`config.mk`:
```
export PLATFORM = sky130hd
export DESIGN_NAME = word_tx_pacer_flat
export DESIGN_NICKNAME = d
export VERILOG_FILES = /design/src/rtl/word_tx_pacer_pkg.sv /design/src/rtl/word_tx_pacer_if.sv /design/src/rtl/word_tx_pacer_fifo.sv /design/src/rtl/word_tx_pacer.sv /design/src/flat_wrapper.sv
export SDC_FILE = /design/constraint.sdc
export NUM_CORES = 1
export LEC_CHECK = 0
export BUFFER_PORTS_ARGS = -buffer_cell sky130_fd_sc_hd__buf_2
export CORE_MARGIN = 2
export CORE_UTILIZATION = 50
export CTS_BUF_LIST = sky130_fd_sc_hd__clkbuf_4
export DETAILED_ROUTE_END_ITERATION = 12
export PLACE_DENSITY = 0.67
export SYNTH_ARGS = -nofsm -noshare
export SYNTH_HDL_FRONTEND = slang
export SYNTH_SLANG_ARGS = --single-unit
```
`constraint.sdc`:
```
create_clock -name clk -period 6 [get_ports clk]
set_input_delay 1.2 -clock clk [delete_from_list [all_inputs] [get_ports clk]]
set_output_delay 1.2 -clock clk [all_outputs]
set_load 0.01 [all_outputs]
```
`src/rtl/word_tx_pacer_pkg.sv`:
```
// Shared types and UART timing constants for the word pacer.
package link_pkg;

  typedef enum logic [1:0] {
    IDLE = 2'd0,
    GAP  = 2'd1,
    CSUM = 2'd2
  } tx_pacer_state_t;

  localparam int BITS_PER_UART_FRAME = 10;
  localparam int BYTES_PER_WORD      = 2;
  localparam int UART_CLKS_PER_BIT   = 434;
  localparam int GAP_MARGIN_CYCLES   = 120;
  // Two full UART frames plus slack so the transceiver is always done before the next word.
  localparam int DEFAULT_GAP_CYCLES  =
    BYTES_PER_WORD * BITS_PER_UART_FRAME * UART_CLKS_PER_BIT + GAP_MARGIN_CYCLES;

  typedef struct packed {
    logic        last;
    logic [15:0] data;
  } tx_word_t;

endpackage

```
`src/rtl/word_tx_pacer_if.sv`:
```
// Core-side word bus plus transceiver send port and status of the pacer.
interface word_tx_pacer_if #(parameter int DEPTH = 8);
  logic [15:0]            in_data;
  logic                   in_valid;
  logic                   in_last;
  logic                   in_ready;
  logic [15:0]            data_send;
  logic                   data_send_valid;
  logic [$clog2(DEPTH):0] fifo_count;
  logic                   busy;

  modport master (
    output in_data, in_valid, in_last,
    input  in_ready, data_send, data_send_valid, fifo_count, busy
  );

  modport slave (
    input  in_data, in_valid, in_last,
    output in_ready, data_send, data_send_valid, fifo_count, busy
  );
endinterface

```
`src/rtl/word_tx_pacer_fifo.sv`:
```
// Synchronous FIFO; pop on empty and push on full are ignored.
module word_fifo #(
  parameter int WIDTH = 17,
  parameter int DEPTH = 8
) (
  input  logic                     clk,
  input  logic                     rst,
  input  logic                     push,
  input  logic                     pop,
  input  logic [WIDTH-1:0]         din,
  output logic [WIDTH-1:0]         dout,
  output logic                     full,
  output logic                     empty,
  output logic [$clog2(DEPTH):0]   count
);
  localparam int AW = $clog2(DEPTH);
  localparam logic [AW:0] FULL_CNT = (AW+1)'(DEPTH);

  logic [WIDTH-1:0] mem_q [DEPTH];
  logic [AW-1:0]    wr_ptr_q, rd_ptr_q;
  logic [AW:0]      count_q;
  logic             do_push, do_pop;

  assign full    = (count_q == FULL_CNT);
  assign empty   = (count_q == '0);
  assign do_push = push && !full;
  assign do_pop  = pop && !empty;
  assign dout    = mem_q[rd_ptr_q];
  assign count   = count_q;

  // Storage write; contents need no reset since count gates visibility.
  always_ff @(posedge clk) begin
    if (do_push) mem_q[wr_ptr_q] <= din;
  end

  // Pointer and occupancy bookkeeping; simultaneous push and pop leave count unchanged.
  always_ff @(posedge clk) begin
    if (rst) begin
      wr_ptr_q <= '0;
      rd_ptr_q <= '0;
      count_q  <= '0;
    end else begin
      if (do_push) wr_ptr_q <= wr_ptr_q + AW'(1);
      if (do_pop)  rd_ptr_q <= rd_ptr_q + AW'(1);
      case ({do_push, do_pop})
        2'b10:   count_q <= count_q + (AW+1)'(1);
        2'b01:   count_q <= count_q - (AW+1)'(1);
        default: count_q <= count_q;
      endcase
    end
  end
endmodule

```
`src/rtl/word_tx_pacer.sv`:
```
// Buffers core words and issues them to the UART transceiver at a fixed pace,
// optionally following each packet with a 16-bit wrap-around checksum word.
module word_tx_pacer
  import link_pkg::*;
#(
  parameter int DEPTH      = 8,
  parameter int GAP_CYCLES = DEFAULT_GAP_CYCLES,
  parameter int CSUM_EN    = 1
) (
  input  logic            clk,
  input  logic            rst,
  word_tx_pacer_if.slave  bus
);
  localparam int GW = (GAP_CYCLES > 1) ? $clog2(GAP_CYCLES) : 1;
  localparam int CW = $clog2(DEPTH) + 1;
  localparam logic [GW-1:0] GAP_LOAD = GW'(GAP_CYCLES - 1);

  tx_pacer_state_t state_q, state_d;
  logic [GW-1:0]   gap_q, gap_d;
  logic [15:0]     csum_q, csum_d;
  logic            pend_q, pend_d;
  logic [15:0]     ds_q, ds_d;
  logic            dsv_q, dsv_d;

  tx_word_t        head;
  logic            full, empty, push, pop;
  logic [CW-1:0]   count;

  assign bus.in_ready = !rst && !full;
  assign push         = bus.in_valid && bus.in_ready;
  // The FIFO is only drained from IDLE, so the gap is never shortened by a backlog.
  assign pop          = (state_q == IDLE) && !empty;

  word_fifo #(.WIDTH($bits(tx_word_t)), .DEPTH(DEPTH)) u_fifo (
    .clk   (clk),
    .rst   (rst),
    .push  (push),
    .pop   (pop),
    .din   ({bus.in_last, bus.in_data}),
    .dout  (head),
    .full  (full),
    .empty (empty),
    .count (count)
  );

  // Next-state logic: issue a word or checksum, then count out the gap.
  always_comb begin
    state_d = state_q;
    gap_d   = gap_q;
    csum_d  = csum_q;
    pend_d  = pend_q;
    ds_d    = ds_q;
    dsv_d   = 1'b0;
    case (state_q)
      IDLE: if (!empty) begin
        ds_d    = head.data;
        dsv_d   = 1'b1;
        csum_d  = csum_q + head.data;
        pend_d  = head.last && (CSUM_EN != 0);
        if (head.last && (CSUM_EN == 0)) csum_d = '0;
        gap_d   = GAP_LOAD;
        state_d = GAP;
      end
      GAP: begin
        if (gap_q == '0) state_d = pend_q ? CSUM : IDLE;
        else             gap_d   = gap_q - GW'(1);
      end
      CSUM: begin
        ds_d    = csum_q;
        dsv_d   = 1'b1;
        csum_d  = '0;
        pend_d  = 1'b0;
        gap_d   = GAP_LOAD;
        state_d = GAP;
      end
      default: state_d = IDLE;
    endcase
  end

  // State and output registers; reset abandons any gap and pending checksum.
  always_ff @(posedge clk) begin
    if (rst) begin
      state_q <= IDLE;
      gap_q   <= '0;
      csum_q  <= '0;
      pend_q  <= 1'b0;
      ds_q    <= '0;
      dsv_q   <= 1'b0;
    end else begin
      state_q <= state_d;
      gap_q   <= gap_d;
      csum_q  <= csum_d;
      pend_q  <= pend_d;
      ds_q    <= ds_d;
      dsv_q   <= dsv_d;
    end
  end

  assign bus.data_send       = ds_q;
  assign bus.data_send_valid = dsv_q;
  assign bus.fifo_count      = count;
  assign bus.busy            = (state_q != IDLE) || !empty;
endmodule

```
`src/flat_wrapper.sv`:
```
// flat-port wrapper written by rule: the top's interface ports become plain ports
module word_tx_pacer_flat import link_pkg::*;
#(
  parameter int DEPTH      = 8,
  parameter int GAP_CYCLES = DEFAULT_GAP_CYCLES,
  parameter int CSUM_EN    = 1
)
  (clk, rst, bus_in_data, bus_in_valid, bus_in_last, bus_in_ready, bus_data_send, bus_data_send_valid, bus_fifo_count, bus_busy);
  word_tx_pacer_if #(.DEPTH(DEPTH)) bus_i ();
  input  logic clk;
  input  logic rst;
  input wire logic [$bits(bus_i.in_data)-1:0] bus_in_data;
  input wire logic [$bits(bus_i.in_valid)-1:0] bus_in_valid;
  input wire logic [$bits(bus_i.in_last)-1:0] bus_in_last;
  output wire logic [$bits(bus_i.in_ready)-1:0] bus_in_ready;
  output wire logic [$bits(bus_i.data_send)-1:0] bus_data_send;
  output wire logic [$bits(bus_i.data_send_valid)-1:0] bus_data_send_valid;
  output wire logic [$bits(bus_i.fifo_count)-1:0] bus_fifo_count;
  output wire logic [$bits(bus_i.busy)-1:0] bus_busy;
  assign bus_i.in_data = bus_in_data;
  assign bus_i.in_valid = bus_in_valid;
  assign bus_i.in_last = bus_in_last;
  assign bus_in_ready = bus_i.in_ready;
  assign bus_data_send = bus_i.data_send;
  assign bus_data_send_valid = bus_i.data_send_valid;
  assign bus_fifo_count = bus_i.fifo_count;
  assign bus_busy = bus_i.busy;
  word_tx_pacer #(.DEPTH(DEPTH), .GAP_CYCLES(GAP_CYCLES), .CSUM_EN(CSUM_EN)) u_core (.clk(clk), .rst(rst), .bus(bus_i));
endmodule
```
# --- Word-level counts from Yosys, hierarchy flattened ---
# Memory sizes are Yosys's and may differ from the RTL's. A register that Yosys moved wholly into a read port is not among the register bits.
# Cells that the tools add are included.
totals:
  ff_bits: 60
  out_inout_bits: 23
  input_bits: 20
  n_memories: 1
  ram_bits: 136
op_classes:
  mux: 20
  eq_ne: 8
  reduce_logical: 19
  n_addsub: 6
mem_list:
  columns: ["name", "words", "word_bits", "rd", "rd_clocked_by_memory_dff", "write_ports", "line_no", "rtl"]
  rows:
  - ["u_core.u_fifo.mem_q", 8, 17, 1, 1, 1, "word_tx_pacer_fifo.sv:19", "logic [WIDTH-1:0] mem_q [DEPTH];"]
op_table:
  columns: ["cell", "count"]
  rows:
  - ["one-hot mux 16 bit (2 select lines)", 2]
  - ["one-hot mux 14 bit (3 select lines)", 1]
  - ["two-way mux 16 bit", 2]
  - ["two-way mux 14 bit", 2]
  - ["adder 16 bit", 1]
  - ["logical NOT 14 bit", 1]
  - ["subtractor 14 x 1 -> 14 bit, second input constant", 1]
  - ["one-hot mux 4 bit (2 select lines)", 1]
  - ["adder 3 x 1 -> 3 bit, second input constant", 2]
  - ["two-way mux 2 bit", 3]
  - ["two-way mux 3 bit", 2]
  - ["one-hot mux 2 bit (3 select lines)", 1]
  - ["nonzero test 2 bit", 3]
  - ["logical AND 1 bit", 5]
  - ["adder 4 x 1 -> 4 bit, second input constant", 1]
  - ["equality test 2 x 1 -> 1 bit, second input constant", 2]
  - ["equality test 2 bit, second input constant", 2]
  - ["equality test 4 bit, second input constant", 1]
  - ["logical NOT 4 bit", 1]
  - ["two-way mux 1 bit", 4]
  - ["!= test 2 bit, second input constant", 2]
  - ["one-hot mux 1 bit (2 select lines)", 2]
  - ["AND reduction 2 bit", 2]
  - ["subtractor 4 x 1 -> 4 bit, second input constant", 1]
  - ["other kinds (6)", 8]

# --- Logic depth before layout (Yosys ltp) ---
logic_depth:
  word_depth: 7
  depth_mapped: 13
  depth_no_buf: 11

# --- Cells and area by module ---
# A second synthesis with hierarchy kept.
unflattened:
  cells_unflattened: 580
  area_unflattened_um2: 8613.3
by_module_without_submodules:
  columns: ["module", "cells_each", "area_each_um2", "n_inst", "seq_area_each_um2"]
  rows:
  - ["word_fifo", 271, 5889.4, 1, 4344.2]
  - ["word_tx_pacer", 309, 2723.9, 1, 1001.0]

# --- Least setup slack after synthesis ---
# No wires, ideal clock.
synth_timing:
  kind: "reg-to-reg"
  from: "register (tool-made name)"
  to: "register u_core.csum_q[12]"
  path_buffers: 2
  path_stages_with_launch: 14
  synth_period_minus_slack_ns: 3.836
  setup_slack_ns: 2.164
  t_arrival_ns: 3.708
  path_cell_list: "dfxtp_1 > clkbuf_1 > buf_2 > mux4_2 > mux2_2 > ha_1 > fa_1 > a21o_1 > a221o_1 > a211o_1 > a221oi_2 > a21oi_1 > xnor2_1 > o21ai_0"
synth_lines:
  columns: ["item", "line_no", "rtl"]
  rows:
  - ["to (signal assigned)", "word_tx_pacer.sv:92", "csum_q <= csum_d;"]
  - ["to (decl)", "word_tx_pacer.sv:20", "logic [15:0] csum_q, csum_d;"]

==> flow_summary.toml <==
[power_and_ir_drop]
peakVddDrop_uv = 222.0
power_density_nw_per_um2 = 459.4
total_power_mw = 4.245
p_leak_nw = 3.238

[global_routing]
gr-total-overflow = 0
grt_usage_pct = 18.89
antenna_found_initial = 1
first_global_vias = 4917
grt_pass1_wl_um = 25630
grt_max_degree = 60

[worst_setup_path]
cp_max_fo = 19
endpoint_kind = "register"
worstPathRequired_ns = 6.52
critical_path_class = "register to register"
arrival_ns = 4.55
start_kind = "register"
ff2ff_path_depth = 11

[sta]
relSlewSlack_pct = 26.45
setup_tns_ns = 0
fin_ws_ns = 1.972
post-route-period-util_pct = 67.14
fin_skew_ns = 0.02949
hold_violations = 0
finalSetupViolCount = 0
maxSlewViolCount = 0
clock.fmax_mhz = 248.2
finalCriticalPeriod_ns = 4.028
worstMarginPinSlew_ns = 1.098
rsz0062_at_grt = "false"

[placed_design]
place_area_um2 = 8929
post-place-ws_ns = 1.970
place_congestion = 0.7919
portBuffers = 42
dpl.hpwl_um = 10220

[finish]
drive_above_1_share_pct = 22.83
syn_to_final_growth_pct = 9.359
regArea_um2 = 5346
num-fill-cells = 1323
stdcell_area_um2 = 9240
layout_common_cells = "edfxtp_1, dfxtp_1, nor2_1"
multi_input_area_um2 = 2973
layout_commonest_cell = "edfxtp_1"
fin_nets = 674

[routing]
drt_iter0_markers = 270
drtAntennaViolNets = 0
viasPerCell = 5.598
firstDrtPassIters = 4
drc_errors = 0
wl_um = 15880
wire_per_inst_um = 18.36
via_count = 4842

[synth]
synth_flop_cell = "edfxtp_1"
synth_edf_count = 136
netlist_area_um2 = 8449
synth.avg_cell_area_um2 = 14.47
yosys_warnings = 0
ys_seq_area_share_pct = 63.26
yosysUniqueCellTypes = 53
syn_inst = 584
synth_nets = 627
ys_ff_latch = 199
async_flop_share_pct = 0

[die]
die_w_um = 134.0
io_pins = 43
die_h_um = 134.0
coreArea_um2 = 16520
start_util_pct = 51.13
dieArea_um2 = 17950
rows = 47

[clocking]
path_clk_slew_ns = 0.18
cts_resized = 0
cts_buffers = 17
root_buffer = "clkbuf_4"
h-tree-depth = 4
ctsHoldBuffers = 0
cts_setup_buffers = 0
cts_max_path_buffers = 2
cts_tree = "yes"
clkSinkCount = 199
clk_latency_ns = 0.59

[run_status]
status = "finished, final reports clean"

[min_path]
hold_class = "register to register"
worstHoldPathCells = 1

[job]
maxCapViolCount = 0
-- registers in the layout, indices dropped and copies added, names as in the netlist, named ones only --
signal and flops:
u_core.csum_q 16, u_core.u_fifo.rd_ptr_q 3, u_core.bus.data_send 16, u_core.u_fifo.mem_q 136
u_core.pend_q 1, u_core.gap_q 14, u_core.bus.data_send_valid 1, u_core.u_fifo.wr_ptr_q 3
u_core.u_fifo.count 4, u_core.state_q 2
-- worst paths after layout --
kind	slack, ns	start	to
max	1.97	register	u_core.csum_q[12]
min	0.48	u_core.csum_q[15]	u_core.csum_q[15]
max reg2reg	1.97	register	u_core.csum_q[12]
min reg2reg	0.48	u_core.csum_q[15]	u_core.csum_q[15]
-- layout make-up --
type | count | area share, %
diodes | 1 | 0.02708
clock buffers | 17 | 1.381
clock inverters | 15 | 1.963
inverters | 7 | 0.2844
multi-input cells | 351 | 32.17
flip-flops and latches | 199 | 57.86
well taps | 220 | 2.979
repair buffers | 55 | 3.331
-- synthesized netlist by cell type, types with 2 or more instances --
master | count | area (um^2)
o211a_1 | 2 | 20.02
a21o_1 | 6 | 45.04
buf_2 | 7 | 35.03
edfxtp_1 | 136 | 4084
nor4_1 | 3 | 18.77
a22o_1 | 4 | 35.03
nor2_1 | 50 | 187.7
o21ai_0 | 21 | 105.1
inv_1 | 7 | 26.28
or3_1 | 4 | 25.02
a21oi_1 | 21 | 105.1
o22ai_1 | 2 | 12.51
a211oi_1 | 6 | 45.04
mux2i_1 | 5 | 50.05
a211o_1 | 2 | 17.52
nand3_1 | 2 | 10.01
xnor2_1 | 14 | 122.6
fa_1 | 2 | 40.04
xor2_1 | 12 | 105.1
nand2_1 | 28 | 105.1
buf_1 | 2 | 7.510
nand3b_1 | 15 | 112.6
o41ai_1 | 15 | 131.4
nor2b_1 | 17 | 106.4
nand2b_1 | 10 | 62.56
o21a_1 | 3 | 22.52
dfxtp_1 | 63 | 1261
clkbuf_1 | 17 | 63.81
or4_4 | 2 | 22.52
mux2_2 | 15 | 168.9
nor3_1 | 15 | 75.07
ha_1 | 21 | 262.8
mux4_2 | 34 | 765.7
a31oi_1 | 2 | 12.51
-- metal layers --
layer	GRT usage, %	routed length [um]
met1	24.79	7224
met2	31.37	7773
met4	6.619	301
met5	0	0
met3	4.082	579
-- per-stage QoR --
stage	std cells	utilization (%)	hold slack, ns
2_1_floorplan	584	-	0.4170
3_3_place_gp	832	54.03	0.4399
3_5_place_dp	832	54.03	0.4609
4_1_cts	864	55.90	0.4827
5_1_grt	865	55.92	0.4962
6_report	865	55.92	0.4844
-- worst max-delay path, stage by stage, from the launching register on --
cell      delay [ns]
dfxtp_2         0.81
mux4_2          0.58
mux2_2          0.29
ha_1            0.23
fa_1            0.42
a21o_1          0.19
a221o_1         0.34
a211o_1         0.30
a221oi_2        0.39
a21oi_1         0.14
xnor2_1         0.14
o21ai_0         0.14
-- cell families after synthesis --
logic type / after synthesis / synth area share, %
buf+inv: 34 / 1.703
mux: 54 / 11.65
simple gates: 156 / 9.714
compound gates: 92 / 7.389
flops: 199 / 63.26
xor+xnor: 26 / 2.695
fa+ha+maj: 23 / 3.584
-- power breakdown --
part	switching (mW)	internal, mW	leakage, nW
clock	0.478	0.268	0.167
sequential	0.167	1.66	1.75
combinational	0.938	0.733	1.33
No activity file was read; power rests on OpenSTA's default activity.
